### config.mk
export PLATFORM = sky130hd
export DESIGN_NAME = cpu_mc_ctrl
export DESIGN_NICKNAME = d
export VERILOG_FILES = /design/src/rtl/cpu_mc_ctrl.sv
export SDC_FILE = /design/constraint.sdc
export NUM_CORES = 1
export LEC_CHECK = 0
export ABC_AREA = 1
export BUFFER_PORTS_ARGS = -buffer_cell sky130_fd_sc_hd__buf_2
export CORE_MARGIN = 8
export CORE_UTILIZATION = 37
export CTS_BUF_LIST = sky130_fd_sc_hd__clkbuf_8
export DETAILED_ROUTE_END_ITERATION = 6
export PLACE_DENSITY = 0.76
export SYNTH_ARGS = -nofsm -noshare
export SYNTH_HDL_FRONTEND = slang
export SYNTH_SLANG_ARGS = --single-unit
### constraint.sdc
create_clock -name clk -period 1.2 [get_ports clk]
set_input_delay 0.24 -clock clk [delete_from_list [all_inputs] [get_ports clk]]
set_output_delay 0.24 -clock clk [all_outputs]
set_load 0.005 [all_outputs]
### src/rtl/cpu_mc_ctrl.sv
// Multicycle control FSM for the single-memory MIPS-subset CPU.
// Define CPU_CTRL_IMM_EN to decode addi/andi/ori through IMM_EXEC/IMM_WB.
module cpu_mc_ctrl #(
  parameter int unsigned ALU_W = 4
) (
  input  logic             clk,
  input  logic             rrst,
  input  logic             run,
  input  logic [5:0]       opcode,
  input  logic [5:0]       funct,
  input  logic             zero,
  output logic             pc_en,
  output logic             iord,
  output logic             mem_read,
  output logic             mem_write,
  output logic             ir_write,
  output logic             reg_dst,
  output logic             mem_to_reg,
  output logic             reg_write,
  output logic             alu_src_a,
  output logic [1:0]       alu_src_b,
  output logic [1:0]       pc_source,
  output logic [ALU_W-1:0] alu_op,
  output logic [3:0]       state,
  output logic             instr_done,
  output logic             illegal
);

  typedef enum logic [3:0] {
    S_FETCH    = 4'd0,
    S_DECODE   = 4'd1,
    S_MEM_ADDR = 4'd2,
    S_MEM_RD   = 4'd3,
    S_MEM_WB   = 4'd4,
    S_MEM_WR   = 4'd5,
    S_EXEC     = 4'd6,
    S_R_WB     = 4'd7,
    S_BRANCH   = 4'd8,
    S_JUMP     = 4'd9,
    S_IMM_EXEC = 4'd10,
    S_IMM_WB   = 4'd11
  } state_e;

  localparam logic [5:0] OP_RTYPE = 6'b000000;
  localparam logic [5:0] OP_LW    = 6'b100011;
  localparam logic [5:0] OP_SW    = 6'b101011;
  localparam logic [5:0] OP_BEQ   = 6'b000100;
  localparam logic [5:0] OP_J     = 6'b000010;
`ifdef CPU_CTRL_IMM_EN
  localparam logic [5:0] OP_ADDI  = 6'b001000;
  localparam logic [5:0] OP_ANDI  = 6'b001100;
  localparam logic [5:0] OP_ORI   = 6'b001101;
`endif

  localparam logic [5:0] FN_ADD = 6'b100000;
  localparam logic [5:0] FN_SUB = 6'b100010;
  localparam logic [5:0] FN_AND = 6'b100100;
  localparam logic [5:0] FN_OR  = 6'b100101;
  localparam logic [5:0] FN_SLT = 6'b101010;

  localparam logic [ALU_W-1:0] ALU_AND = ALU_W'(4'b0000);
  localparam logic [ALU_W-1:0] ALU_OR  = ALU_W'(4'b0001);
  localparam logic [ALU_W-1:0] ALU_ADD = ALU_W'(4'b0010);
  localparam logic [ALU_W-1:0] ALU_SUB = ALU_W'(4'b0110);
  localparam logic [ALU_W-1:0] ALU_SLT = ALU_W'(4'b0111);

  state_e state_q, state_d;
  logic   pc_write, pc_write_cond;

  always_ff @(posedge clk or posedge rrst) begin
    if (rrst) state_q <= S_FETCH;
    else      state_q <= state_d;
  end

  // Outputs decode the current state directly (plus opcode/funct) so that
  // the DECODE-cycle illegal pulse and the async reset gating take effect
  // in the same cycle rather than one edge late.
  always_comb begin
    state_d       = S_FETCH;
    pc_write      = 1'b0;
    pc_write_cond = 1'b0;
    iord          = 1'b0;
    mem_read      = 1'b0;
    mem_write     = 1'b0;
    ir_write      = 1'b0;
    reg_dst       = 1'b0;
    mem_to_reg    = 1'b0;
    reg_write     = 1'b0;
    alu_src_a     = 1'b0;
    alu_src_b     = 2'd0;
    pc_source     = 2'd0;
    alu_op        = ALU_AND;
    instr_done    = 1'b0;
    illegal       = 1'b0;

    case (state_q)
      S_FETCH: begin
        if (run) begin
          mem_read  = 1'b1;
          ir_write  = 1'b1;
          pc_write  = 1'b1;
          alu_src_b = 2'd1;
          alu_op    = ALU_ADD;
          state_d   = S_DECODE;
        end else begin
          state_d   = S_FETCH;
        end
      end
      S_DECODE: begin
        alu_src_b = 2'd3;
        alu_op    = ALU_ADD;
        case (opcode)
          OP_LW, OP_SW: state_d = S_MEM_ADDR;
          OP_RTYPE:     state_d = S_EXEC;
          OP_BEQ:       state_d = S_BRANCH;
          OP_J:         state_d = S_JUMP;
`ifdef CPU_CTRL_IMM_EN
          OP_ADDI, OP_ANDI, OP_ORI: state_d = S_IMM_EXEC;
`endif
          default: begin
            illegal    = 1'b1;
            instr_done = 1'b1;
            state_d    = S_FETCH;
          end
        endcase
      end
      S_MEM_ADDR: begin
        alu_src_a = 1'b1;
        alu_src_b = 2'd2;
        alu_op    = ALU_ADD;
        state_d   = (opcode == OP_LW) ? S_MEM_RD : S_MEM_WR;
      end
      S_MEM_RD: begin
        iord     = 1'b1;
        mem_read = 1'b1;
        state_d  = S_MEM_WB;
      end
      S_MEM_WB: begin
        mem_to_reg = 1'b1;
        reg_write  = 1'b1;
        instr_done = 1'b1;
      end
      S_MEM_WR: begin
        iord       = 1'b1;
        mem_write  = 1'b1;
        instr_done = 1'b1;
      end
      S_EXEC: begin
        alu_src_a = 1'b1;
        state_d   = S_R_WB;
        case (funct)
          FN_ADD:  alu_op = ALU_ADD;
          FN_SUB:  alu_op = ALU_SUB;
          FN_AND:  alu_op = ALU_AND;
          FN_OR:   alu_op = ALU_OR;
          FN_SLT:  alu_op = ALU_SLT;
          default: alu_op = ALU_ADD;
        endcase
      end
      S_R_WB: begin
        reg_dst    = 1'b1;
        reg_write  = 1'b1;
        instr_done = 1'b1;
      end
      S_BRANCH: begin
        alu_src_a     = 1'b1;
        alu_op        = ALU_SUB;
        pc_write_cond = 1'b1;
        pc_source     = 2'd1;
        instr_done    = 1'b1;
      end
      S_JUMP: begin
        pc_write   = 1'b1;
        pc_source  = 2'd2;
        instr_done = 1'b1;
      end
`ifdef CPU_CTRL_IMM_EN
      S_IMM_EXEC: begin
        alu_src_a = 1'b1;
        alu_src_b = 2'd2;
        state_d   = S_IMM_WB;
        case (opcode)
          OP_ANDI: alu_op = ALU_AND;
          OP_ORI:  alu_op = ALU_OR;
          default: alu_op = ALU_ADD;
        endcase
      end
      S_IMM_WB: begin
        reg_write  = 1'b1;
        instr_done = 1'b1;
      end
`endif
      default: state_d = S_FETCH;
    endcase

    if (rrst) begin
      pc_write      = 1'b0;
      pc_write_cond = 1'b0;
      iord          = 1'b0;
      mem_read      = 1'b0;
      mem_write     = 1'b0;
      ir_write      = 1'b0;
      reg_dst       = 1'b0;
      mem_to_reg    = 1'b0;
      reg_write     = 1'b0;
      alu_src_a     = 1'b0;
      alu_src_b     = 2'd0;
      pc_source     = 2'd0;
      alu_op        = '0;
      instr_done    = 1'b0;
      illegal       = 1'b0;
    end
  end

  assign pc_en = pc_write | (pc_write_cond & zero);
  assign state = state_q;

endmodule

# Yosys cells after proc, flatten, opt, wreduce, memory -nomap -nowiden

Cells that the tools add are included.
Widths: inputs -> output; s select.

Register bits: 4
Input port bits: 16
Output and inout bits: 23
Word-level logic and storage cells: 68

Equal/unequal tests: 17
Multiplexer cells: 39
Bitwise gates (word level): 2
Reductions and logical operators: 9

Operators by type and width:

| cell               | number |
|---|---|
| $eq 6x6->1 const B | 6 |
| $mux 1             | 25 |
| $pmux 3 s4         | 2 |
| $pmux 4 s5         | 1 |
| $eq 4x3->1 const B | 4 |
| $pmux 4 s4         | 1 |
| $reduce_or 5->1    | 2 |
| $eq 4x2->1 const B | 2 |
| $eq 4x4->1 const B | 2 |
| $reduce_or 2->1    | 4 |
| $eq 6x2->1 const B | 1 |
| $eq 6x3->1 const B | 1 |
| $logic_not 6->1    | 1 |
| $mux 2             | 3 |
| $pmux 1 s2         | 3 |
| $pmux 2 s3         | 1 |
| $eq 4x1->1 const B | 1 |
| $logic_not 4->1    | 1 |
| $mux 4             | 1 |
| $pmux 2 s2         | 1 |
| $mux 3             | 1 |
| $reduce_or 3->1    | 1 |
| $and 1x1->1        | 1 |
| $or 1x1->1         | 1 |

# Depth between registers and ports, before layout

Depth after elaboration: 5
Gate-level depth with buffers: 7
Depth with buffers taken out: 7

# Worst setup path after synthesis

No wires, ideal clock.

Path kind: register to output
Start point: reg state_q[3] (netlist: state[3])
End point: out instr_done
Data arrival time: 1.022 ns
Path slack: -0.062 ns
Stages on the path, launching flop included: 8
Cells stage by stage: dfrtp_1 > inv_1 > nand2_1 > nor2_2 > nand2_1 > nor2_1 > nand2_1 > nand2_1

Word-level cells in the longest chain between the ends: 4
Elaborated cells on any way between the ends: 9

RTL lines:

| element                                  | line | text |
|---|---|---|
| start: declaration                       | 67   | `state_e state_q, state_d;` |
| start signal: assignment                 | 72   | `else state_q <= state_d;` |
| $eq 4x4->1 or $eq 4x3->1 (tied branches) | 96   | `case (state_q)` |
| $reduce_or 5->1 (no line)                | n/a  |  |
| $pmux 1 s2 (*)                           | 96   |  |
| $mux 1 (*)                               | 196  | `if (rrst) begin` |
| end: declaration                         | 25   | `output logic instr_done,` |

Mark *: on every way between the ends. The rest lies on a longest branch, timed or not.

# Worst setup path in the final report

Start point: reg state_q[2] (netlist: state[2])
End point: out instr_done

The elaborated chain is that of the path after synthesis.

==> out/qor.txt <==
Syn Std Cell Area - 555.5 sq um
I/O Buffers - 37
first-pass GRT wire length - 4029 microns
final slew viol count - 0
XOR/XNOR Fraction of Synth Area - 0%
RR Startpoint - state[3]
Core ar. - 0.001454 sq mm
most common cell after layout, fill and taps aside - buf_2
CP max-delay cell - dfrtp_2
R2R Setup Slk - -0.17 ns
Worst EP required - 0.96 ns
CTS H-tree lvls - 1
Clock Skews - 0.004530 ns
Final ANT Viol Nets - 0
crit path DAT - 1.40 ns
vias in the first global route - 998
# rows - 14
Die Span Y - 54.75 microns
Sw Ratio - 33.76%
layout cell share with drive strength beyond 1 - 64.61%
post-route clock period utilization - 136.9%
Total GRT Usage - 17.52%
crit-path cells - buf_4 > nor3_1 > o21ai_1 > nand2_1 > buf_2
status - complete, but fails checks
Sequential Power Share - 20.0%
largest net degree at the start of global routing - 8
CP max FO - 5
max-cap violations - 0
via/cell ratio - 5.263
Final Hold Fails - 0
fill count - 78
Levels on crit path - 5
Clk network pwr share - 40.0%
GP Congestion - 0.8240
crit-path leading delay family - flip-flops
Max Freq - 608.6 MHz
Cells after Synth - 103
mux cell area share after synthesis - 0%
Post-Route WL - 3238 microns
Net Sw Power - 0.2621 mW
Simple-Gate Fraction of Synth Area - 54.95%
CTS Buf Count - 3
Hold WS - 0.1394 ns
# DRC - 0
GR Overflow Total - 0
final net count - 195
Max VDD drop - 0.9161 mV
per-cell routed wire length - 16.69 microns
Leakage Power - 0.7332 nW
CTS Buffer Depth - 2
CTS clk-pin slew, worst paths - 0.04 ns
Synth Register Bits - 4
synth unique cells - 21
Pwr per Cell Area - 629.3 mW/mm^2
Area Overhead vs Synth - 122.1%
crit path launch - state[2]
register area share after synthesis - 18.02%
CTS Hold Buffers Added - 0
P_int - 0.5143 mW
io pins - 39
Core Util, Final - 84.85%
Syn Area/Cell - 5.394 sq um
die footprint - 0.002998 sq mm
adder-cell share of the synthesized area - 0%
clock latency on the worst-skew pair - 0.22 ns
violation count after the first detailed-route iteration - 35
hpwl dp - 1719 microns
worst path bufs/invs - 2
largest family of logic cells by synthesized area - simple AND/OR/NAND/NOR gates
commonest cells after routing, fill and taps aside - buf_2, buf_4, nand2_1, nor2_1, inv_1
Initial Utilization - 38.21%
max FFs per register - 4
final setup fails - 23
CTS tree - done
length of the first detailed-routing pass in iterations - 4
Root Driver - clkbuf_8
failing checks - setup timing
FF-to-FF path depth - 9
RSZ-0062 raised after global routing - true
post-synthesis compound-gate area fraction - 11.49%
Tmin final - 1.643 ns
die width - 54.75 microns
clk sink count - 4
Synthesis Warnings - 0
total power - 0.7764 mW
logic gate share of total power - 40.0%
crit start category - flip-flop
Mapped Nets - 119
antenna violations before repair - 0
slowest cell delay on critical path - 0.47 ns
Vias - 1021
HP Class - in -> async
WS Path Type - reg -> out
Final WS setup - -0.4432 ns
CP Capture Type - output pin
# diodes - 0
stage by stage:
stage | cell area, sq um | cells | setup TNS [ns] | worst slack (ns)
after floorplan | 569.3 | 103 | -0.005056 | -0.005056
after global placement | 917.1 | 175 | -1.267 | -0.1312
after detailed placement | 917.1 | 175 | -1.503 | -0.1548
after CTS | 1116 | 190 | -5.582 | -0.3623
after global routing | 1234 | 194 | -7.974 | -0.4915
final | 1234 | 194 | -7.054 | -0.4432
path summary, 6_finish.rpt:
path | to
setup / recovery | instr_done
hold / removal | state[2]
setup reg to reg | state[1]
hold reg to reg | state[3]
max in group asynchronous | state[3]
min in group clk | state[3]
cell families (layout without fill, tap and decap cells):
group | count (synthesis) | in the layout
AO/OA/AOI/OAI | 10 | 10
buffers and inverters | 21 | 96
flip-flops | 4 | 4
other | 1 | 1
AND/OR/NAND/NOR | 67 | 67
layout make-up:
cell class | count | area, sq um | share of cell area [%]
clock inverter | 1 | 3.754 | 0.3043
tap | 16 | 20.02 | 1.623
timing repair buffer | 72 | 481.7 | 39.05
clock buffer | 3 | 41.29 | 3.347
sequential | 4 | 105.1 | 8.519
multi-input combinational | 78 | 501.7 | 40.67
inverter | 20 | 80.08 | 6.491
worst register-to-register path, stage by stage (launching register included):
cell	delay (ns)
dfrtp_2	0.46
inv_4	0.09
nand2_4	0.10
nor2_4	0.04
buf_4	0.13
buf_6	0.10
buf_4	0.12
buf_4	0.12
nand2_2	0.05
nand2_1	0.05
routing by layer:
metal | GRT usage, % | share of wire [%]
met5 | 0 | 0
met4 | 11.07 | 4.7
met3 | 2.717 | 9.5
met2 | 32.26 | 52
met1 | 17.75 | 33
power by group through the flow:
stage                     logic, mW  clock network (mW)  registers [mW]
after global placement        0.206                   0           0.150
after detailed placement      0.211                   0           0.150
after CTS                     0.258               0.301           0.151
after global routing          0.336               0.323           0.155
after floorplan              0.0898                   0           0.152
final                         0.311               0.311           0.155
cells in the mapped netlist:
cell / number / share of area [%]
a21oi_2: 1 / 1.6
nand3b_1: 2 / 2.7
nand4_1: 3 / 3.4
o22ai_1: 1 / 1.1
nand3_1: 11 / 9.9
o211ai_1: 2 / 2.7
a21oi_1: 3 / 2.7
conb_1: 1 / 0.68
nand2_4: 1 / 2.0
nor3_1: 2 / 1.8
o21ai_2: 1 / 1.6
nor2_2: 2 / 2.3
inv_2: 3 / 2.0
nor2_1: 19 / 13
buf_4: 1 / 1.4
nand2_1: 25 / 17
o21ai_0: 2 / 1.8
inv_1: 17 / 11
nor2_4: 1 / 2.0
dfrtp_1: 4 / 18
and2_1: 1 / 1.1
timing repair:
item	4_1_cts	5_1_grt
pin swaps	9	12
buffers inserted	12	5
resized for setup	22	24
setup endpoints to repair	19	23
Power figures use the tool's default switching activity.
